<file path="config.mk">
export PLATFORM = sky130hd
export DESIGN_NAME = xoodyak_op_sequencer
export DESIGN_NICKNAME = d
export VERILOG_FILES = /design/src/rtl/xoodyak_op_sequencer.sv
export SDC_FILE = /design/constraint.sdc
export NUM_CORES = 1
export LEC_CHECK = 0
export ABC_AREA = 1
export BUFFER_PORTS_ARGS = -buffer_cell sky130_fd_sc_hd__clkbuf_2
export CAP_MARGIN = 40
export CORE_AREA = 4 4 263 265
export DETAILED_ROUTE_END_ITERATION = 16
export DIE_AREA = 0 0 267 269
export GPL_TIMING_DRIVEN = 0
export PLACE_DENSITY_LB_ADDON = 0.08
export SLEW_MARGIN = 20
export SYNTH_ARGS = -nofsm -noshare
export SYNTH_HDL_FRONTEND = slang
export SYNTH_SLANG_ARGS = --single-unit
</file>
<file path="constraint.sdc">
create_clock -name eph1 -period 7.02 [get_ports eph1]
set_input_delay 0 -clock eph1 [delete_from_list [all_inputs] [get_ports eph1]]
set_output_delay 0 -clock eph1 [all_outputs]
set_load 0.02 [all_outputs]
</file>
<file path="src/rtl/xoodyak_op_sequencer.sv">
// Job-level controller for xoodyak_build: walks one AEAD job through
// INIT, NONCE, ASSOC, CRYPT, optional RATCHET and SQUEEZE, with a per-step watchdog.
module xoodyak_op_sequencer #(
  parameter int CNT_W   = 8,
  parameter int TIMEOUT = 64
) (
  input  logic             eph1,
  input  logic             reset_n,
  input  logic             job_valid,
  output logic             job_ready,
  input  logic             job_decrypt,
  input  logic             job_ratchet,
  input  logic [CNT_W-1:0] job_ad_blocks,
  input  logic [CNT_W-1:0] job_txt_blocks,
  input  logic [127:0]     job_tag,
  output logic             core_start,
  output logic [3:0]       core_opmode,
  input  logic             core_finished,
  input  logic [191:0]     core_textout,
  input  logic             txt_in_valid,
  output logic             txt_in_ready,
  output logic             txt_out_valid,
  output logic [191:0]     txt_out,
  output logic [127:0]     tag_out,
  output logic             job_done,
  output logic             tag_ok,
  output logic             err_timeout
);

  localparam int              WD_W    = $clog2(TIMEOUT + 1);
  localparam logic [WD_W-1:0] WD_LAST = WD_W'(TIMEOUT - 1);

  localparam logic [2:0] OP_INIT    = 3'd1;
  localparam logic [2:0] OP_NONCE   = 3'd2;
  localparam logic [2:0] OP_ASSOC   = 3'd3;
  localparam logic [2:0] OP_ENC     = 3'd4;
  localparam logic [2:0] OP_DEC     = 3'd5;
  localparam logic [2:0] OP_SQUEEZE = 3'd6;
  localparam logic [2:0] OP_RATCHET = 3'd7;

  typedef enum logic [1:0] {S_IDLE, S_ISSUE, S_WAIT, S_DONE} state_t;

  state_t           state_q, state_d;
  logic [2:0]       op_q, op_d;
  logic             cont_q, cont_d;
  logic [CNT_W-1:0] ad_q, ad_d;
  logic [CNT_W-1:0] txt_q, txt_d;
  logic [WD_W-1:0]  wd_q, wd_d;
  logic             dec_q, rat_q;
  logic             err_q, err_d;
  logic             ok_q, ok_d;
  logic             out_vld_q, out_vld_d;
  logic [191:0]     txt_out_q;
  logic [127:0]     tag_out_q;
  logic [127:0]     tag_q;
  logic             accept, cap_txt, cap_tag, is_crypt;

  function automatic logic [2:0] crypt_op(input logic dec);
    return dec ? OP_DEC : OP_ENC;
  endfunction

  function automatic logic [2:0] tail_op(input logic rat);
    return rat ? OP_RATCHET : OP_SQUEEZE;
  endfunction

  always_comb begin
    state_d      = state_q;
    op_d         = op_q;
    cont_d       = cont_q;
    ad_d         = ad_q;
    txt_d        = txt_q;
    wd_d         = wd_q;
    err_d        = err_q;
    ok_d         = ok_q;
    out_vld_d    = 1'b0;
    accept       = 1'b0;
    cap_txt      = 1'b0;
    cap_tag      = 1'b0;
    is_crypt     = (op_q == OP_ENC) || (op_q == OP_DEC);
    job_ready    = 1'b0;
    core_start   = 1'b0;
    txt_in_ready = 1'b0;
    core_opmode  = 4'h0;
    job_done     = 1'b0;
    tag_ok       = 1'b0;
    err_timeout  = 1'b0;

    case (state_q)
      S_IDLE: begin
        job_ready = 1'b1;
        if (job_valid) begin
          accept  = 1'b1;
          state_d = S_ISSUE;
          op_d    = OP_INIT;
          cont_d  = 1'b0;
          ad_d    = job_ad_blocks;
          txt_d   = job_txt_blocks;
          err_d   = 1'b0;
          ok_d    = 1'b0;
        end
      end
      S_ISSUE: begin
        core_opmode = {cont_q, op_q};
        wd_d        = '0;
        // A CRYPT step consumes one input block, so it waits for one to exist.
        if (!is_crypt || txt_in_valid) begin
          core_start   = 1'b1;
          txt_in_ready = is_crypt;
          state_d      = S_WAIT;
        end
      end
      S_WAIT: begin
        core_opmode = {cont_q, op_q};
        wd_d        = wd_q + WD_W'(1);
        if (core_finished) begin
          state_d = S_ISSUE;
          cont_d  = 1'b0;
          case (op_q)
            OP_INIT:  op_d = OP_NONCE;
            OP_NONCE: op_d = OP_ASSOC;
            OP_ASSOC: begin
              // A count of 0 behaves like 1: one empty-AD absorb.
              if (ad_q > CNT_W'(1)) begin
                ad_d   = ad_q - CNT_W'(1);
                cont_d = 1'b1;
              end else if (txt_q != '0) begin
                op_d = crypt_op(dec_q);
              end else begin
                op_d = tail_op(rat_q);
              end
            end
            OP_ENC, OP_DEC: begin
              out_vld_d = 1'b1;
              cap_txt   = 1'b1;
              if (txt_q > CNT_W'(1)) begin
                txt_d  = txt_q - CNT_W'(1);
                cont_d = 1'b1;
              end else begin
                op_d = tail_op(rat_q);
              end
            end
            OP_RATCHET: op_d = OP_SQUEEZE;
            default: begin
              cap_tag = 1'b1;
              ok_d    = !dec_q || (core_textout[127:0] == tag_q);
              state_d = S_DONE;
            end
          endcase
        end else if (wd_q == WD_LAST) begin
          state_d = S_DONE;
          err_d   = 1'b1;
          ok_d    = 1'b0;
        end
      end
      S_DONE: begin
        job_done    = 1'b1;
        tag_ok      = ok_q;
        err_timeout = err_q;
        state_d     = S_IDLE;
      end
      default: state_d = S_IDLE;
    endcase
  end

  always_ff @(posedge eph1 or negedge reset_n) begin
    if (!reset_n) begin
      state_q   <= S_IDLE;
      op_q      <= '0;
      cont_q    <= 1'b0;
      ad_q      <= '0;
      txt_q     <= '0;
      wd_q      <= '0;
      dec_q     <= 1'b0;
      rat_q     <= 1'b0;
      err_q     <= 1'b0;
      ok_q      <= 1'b0;
      out_vld_q <= 1'b0;
      txt_out_q <= '0;
      tag_out_q <= '0;
    end else begin
      state_q   <= state_d;
      op_q      <= op_d;
      cont_q    <= cont_d;
      ad_q      <= ad_d;
      txt_q     <= txt_d;
      wd_q      <= wd_d;
      err_q     <= err_d;
      ok_q      <= ok_d;
      out_vld_q <= out_vld_d;
      if (accept) begin
        dec_q <= job_decrypt;
        rat_q <= job_ratchet;
      end
      if (cap_txt) txt_out_q <= core_textout;
      if (cap_tag) tag_out_q <= core_textout[127:0];
    end
  end

  // Expected tag is pure data; it is only read after a job has been accepted.
  always_ff @(posedge eph1) begin
    if (accept) tag_q <= job_tag;
  end

  assign txt_out_valid = out_vld_q;
  assign txt_out       = txt_out_q;
  assign tag_out       = tag_out_q;

endmodule

</file>
==> results.py <==
metrics = {
    "run_status": {
        "status": "finished clean",
    },
    "logic_synthesis": {
        "synth.area.top_cells": "dfrtp_1 46%, edfxtp_1 20%, nand2_1 12%",
        "avgSynthCellArea_um2": 10.03,
        "synthDistinctLibCells": 32,
        "synth-compound-area-share_pct": 8.691,
        "yosys.area_share.xor_xnor_pct": 5.228,
        "synth_largest_area_cell": "dfrtp_1",
        "synthSimpleGateAreaFrac_pct": 14.47,
        "ys_ff_latch": 482,
        "synthAdderAreaFrac_pct": 0.6438,
        "synth_top_area_share_pct": 45.58,
        "muxShareOfSynthArea_pct": 0,
        "synthCells": 1937,
        "synth-warning-count": 0,
        "yosysSeqAreaShare_pct": 65.36,
        "synth_top_family_by_area": "simple AND/OR/NAND/NOR gates",
        "syn_nets": 2290,
        "synth_area_mm2": 0.01943,
    },
    "timing": {
        "finalCritPeriodShare_pct": 34.64,
        "maxSlewViolCount": 0,
        "maxSlewHeadroom_pct": 53.31,
        "rsz0062_at_grt": "no",
        "skew_ns": 0.01694,
        "period_minus_slack_ns": 2.432,
        "finalSetupViolations": 0,
        "final-hold-violation-count": 0,
        "setup_tns_ns": 0,
        "fmax_mhz": 411.2,
        "max_slew.worst_pin.slew_ns": 0.7003,
    },
    "clock_tree": {
        "clock-sinks": 482,
        "clockRootBuffer": "clkbuf_16",
        "cts_setup_buffers": 0,
        "cts_tree": "built",
        "clockBufferDepth": 3,
        "cts_max_level": 2,
        "cts_buffers": 57,
        "cts_resized": 0,
        "path_clk_slew_ns": 0.06,
        "clock_latency_ns": 0.60,
    },
    "placed_design": {
        "dpl.hpwl_um": 57760,
        "gp_congestion": 0.8659,
        "placedCellCount": 3488,
        "io_buffer_count": 673,
    },
    "hold_path": {
        "min_path_type": "in2async",
    },
    "drt": {
        "wl_per_cell_um": 19.42,
        "dr.pass1.iters": 5,
        "vias": 17200,
        "drt-initial-drc-count": 831,
        "drc": 0,
        "viasPerCell": 4.360,
        "drt_wl_total_um": 76620,
        "ant_nets": 0,
    },
    "finish": {
        "n_fill_cell": 6632,
        "final_layout_size_suffix_gt1_share_pct": 27.36,
        "nets": 3372,
        "area_growth_pct": 50.62,
        "layout.cells.non_filler": 3945,
    },
    "critical_path": {
        "criticalPathCategory": "reg2reg",
        "critPathCaptureType": "register",
        "cp.required_ns": 7.54,
        "r2r-end": "txt_out[170]",
        "rr_worst_depth": 9,
        "start_kind": "register",
        "ff2ff_setup_slack_ns": 4.59,
        "crit_cells": 9,
        "max_stage_delay_ns": 0.40,
        "crit_buf_inv": 4,
        "path_max_fanout": 10,
        "crit_chain": "inv_1, ha_1, buf_4, nand2_1, nor2_1, buf_2, buf_2, nand2_1, nand2_1",
        "critical_path.top_delay_family": "buffers and inverters",
        "cp-endpoint": "txt_out[170]",
        "critPathMostFrequentCell": "nand2_1",
        "crit_start": "state_q[0]",
        "r2r-start": "state_q[0]",
        "cpMaxStageDelayCell": "dfrtp_1",
        "arrival_ns": 2.95,
    },
    "die": {
        "initial_core_util_pct": 29.09,
        "ioPinCount": 674,
        "die_area_mm2": 0.07182,
        "die_h_um": 269,
        "die_w_um": 267,
        "coreArea_mm2": 0.06680,
        "rows": 95,
    },
    "global_routing": {
        "overflow": 0,
        "grt_start_max_net_pins": 88,
        "grt_pass1_wl_um": 111900,
        "grt_usage_pct": 20.66,
        "grt_pass1_vias": 17950,
        "antenna_found_initial": 8,
    },
    "power": {
        "p_per_area_mw_per_mm2": 362.6,
        "vdd_drop_max_mv": 0.2256,
        "p_leak_nw": 14.65,
    },
    "flow_run": {
        "max-cap-violations": 0,
    },
}
[area by class of cell]
type                            count  area, um2  area share, %
Tap cell                          873       1092          3.731
Timing Repair Buffer             1023       6985          23.86
Multi-Input combinational cell   1189       5643          19.28
Clock inverter                     16      157.7         0.5386
Clock buffer                       90       1580          5.398
Inverter                          188      713.2          2.436
Buffer                             78      384.1          1.312
Antenna cell                        6      15.01        0.05129
Sequential cell                   482      12700          43.39
[sequential cells by signal, summed over array words and instances (netlist names)]
| name | count |
|---|---|
| wd_q | 7 |
| op_q | 3 |
| tag_q | 128 |
| txt_q | 8 |
| dec_q | 1 |
| state_q | 2 |
| err_q | 1 |
| cont_q | 1 |
| ad_q | 8 |
| ok_q | 1 |
| txt_out_valid | 1 |
| tag_out | 128 |
| rat_q | 1 |
| txt_out | 192 |
[cells in the final DEF (no fill, tap or decap), drive strengths merged, types with 10 or more instances in the layout]
cell         synthesis  final
ha                  10     10
o21ai              289    289
a21oi               25     25
dfrtp              354    354
edfxtp             128    128
xnor2              115    115
clkbuf               9    772
buf                 69     75
nand3               10     10
nand2              643    643
dlygate4sd3          0    344
nor2                70     70
inv                187    189
clkinv               1     12
[power by group]
group / internal [mW] / switching, mW / total [mW]
combinational: 1.21 / 2.37 / 3.58
clock: 1.64 / 1.18 / 2.82
sequential: 3.75 / 0.459 / 4.21
total: 6.61 / 4.01 / 10.6
[routing by layer]
layer	GRT usage [%]	vias up	share of wire (%)
met1	22.93	8191	38
met5	0	-	0.025
li1	-	8343	-
met4	6.054	4	3.0
met3	7.674	111	8.7
met2	37.19	553	50
[cells in the mapped netlist]
library cell and n:
o21ai_1 260, or2_1 1, nor2_2 3, edfxtp_1 128
nand3_2 1, xor2_1 1, o31ai_1 1, o21ai_0 29
clkinv_1 1, buf_2 67, o21bai_1 1, nand3_1 9
clkbuf_1 9, nor3_1 8, ha_1 10, a211oi_1 2
a21oi_4 1, a21oi_1 24, o22ai_1 4, nand2_1 640
buf_4 2, o221ai_1 1, dfrtp_1 354, xnor2_1 115
o31ai_2 1, nand4_1 2, nor2_1 67, nor3b_1 1
inv_1 178, inv_2 9, nand2_2 3, o211ai_1 4
[per-stage QoR]
step	hold slack (ns)	setup WS, ns	power [mW]	cell area [um2]	utilization, %
finish	0.05110	4.588	10.62	29270	43.82
global route	0.02048	4.378	11.27	29270	43.82
CTS	0.01634	4.514	10.76	29260	43.80
detailed placement	-0.009058	4.535	7.713	24050	36.00
global placement	0.1773	-2.477	7.686	23900	35.77
floorplan	-0.2956	3.054	6.195	19430	-
[how the worst min path moves through the flow]
| stage | to | startpoint | depth (start not counted) | slack [ns] |
|---|---|---|---|---|
| 2_1_floorplan | ad_q[0] | reset_n | 0 | -0.30 |
| 3_3_place_gp | tag_q[18] | job_tag[18] | 1 | 0.18 |
| 3_5_place_dp | txt_out[167] | reset_n | 1 | -0.009 |
| 4_1_cts | txt_out[160] | reset_n | 3 | 0.02 |
| 5_1_grt | txt_out[152] | reset_n | 3 | 0.02 |
| 6_report | txt_out[160] | reset_n | 3 | 0.05 |
[kinds of logic after synthesis]
kind of cell               Yosys count
buffers and inverters              266
adders and majority gates           10
AOI/OAI and AO/OA                  328
and+or+nand+nor                    735
xor gates and xnor gates           116
DFF                                482
[what timing repair did]
item,4_1_cts,5_1_grt
endpoints found under the setup margin,0,0
hold endpoints to repair,742,0
hold buffers,345,0
[worst min-delay path, delay by kind of cell]
| family | cells | cell delay, ns |
|---|---|---|
| buffers and inverters | 3 | 1.02 |
Power figures use the tool's default switching activity.
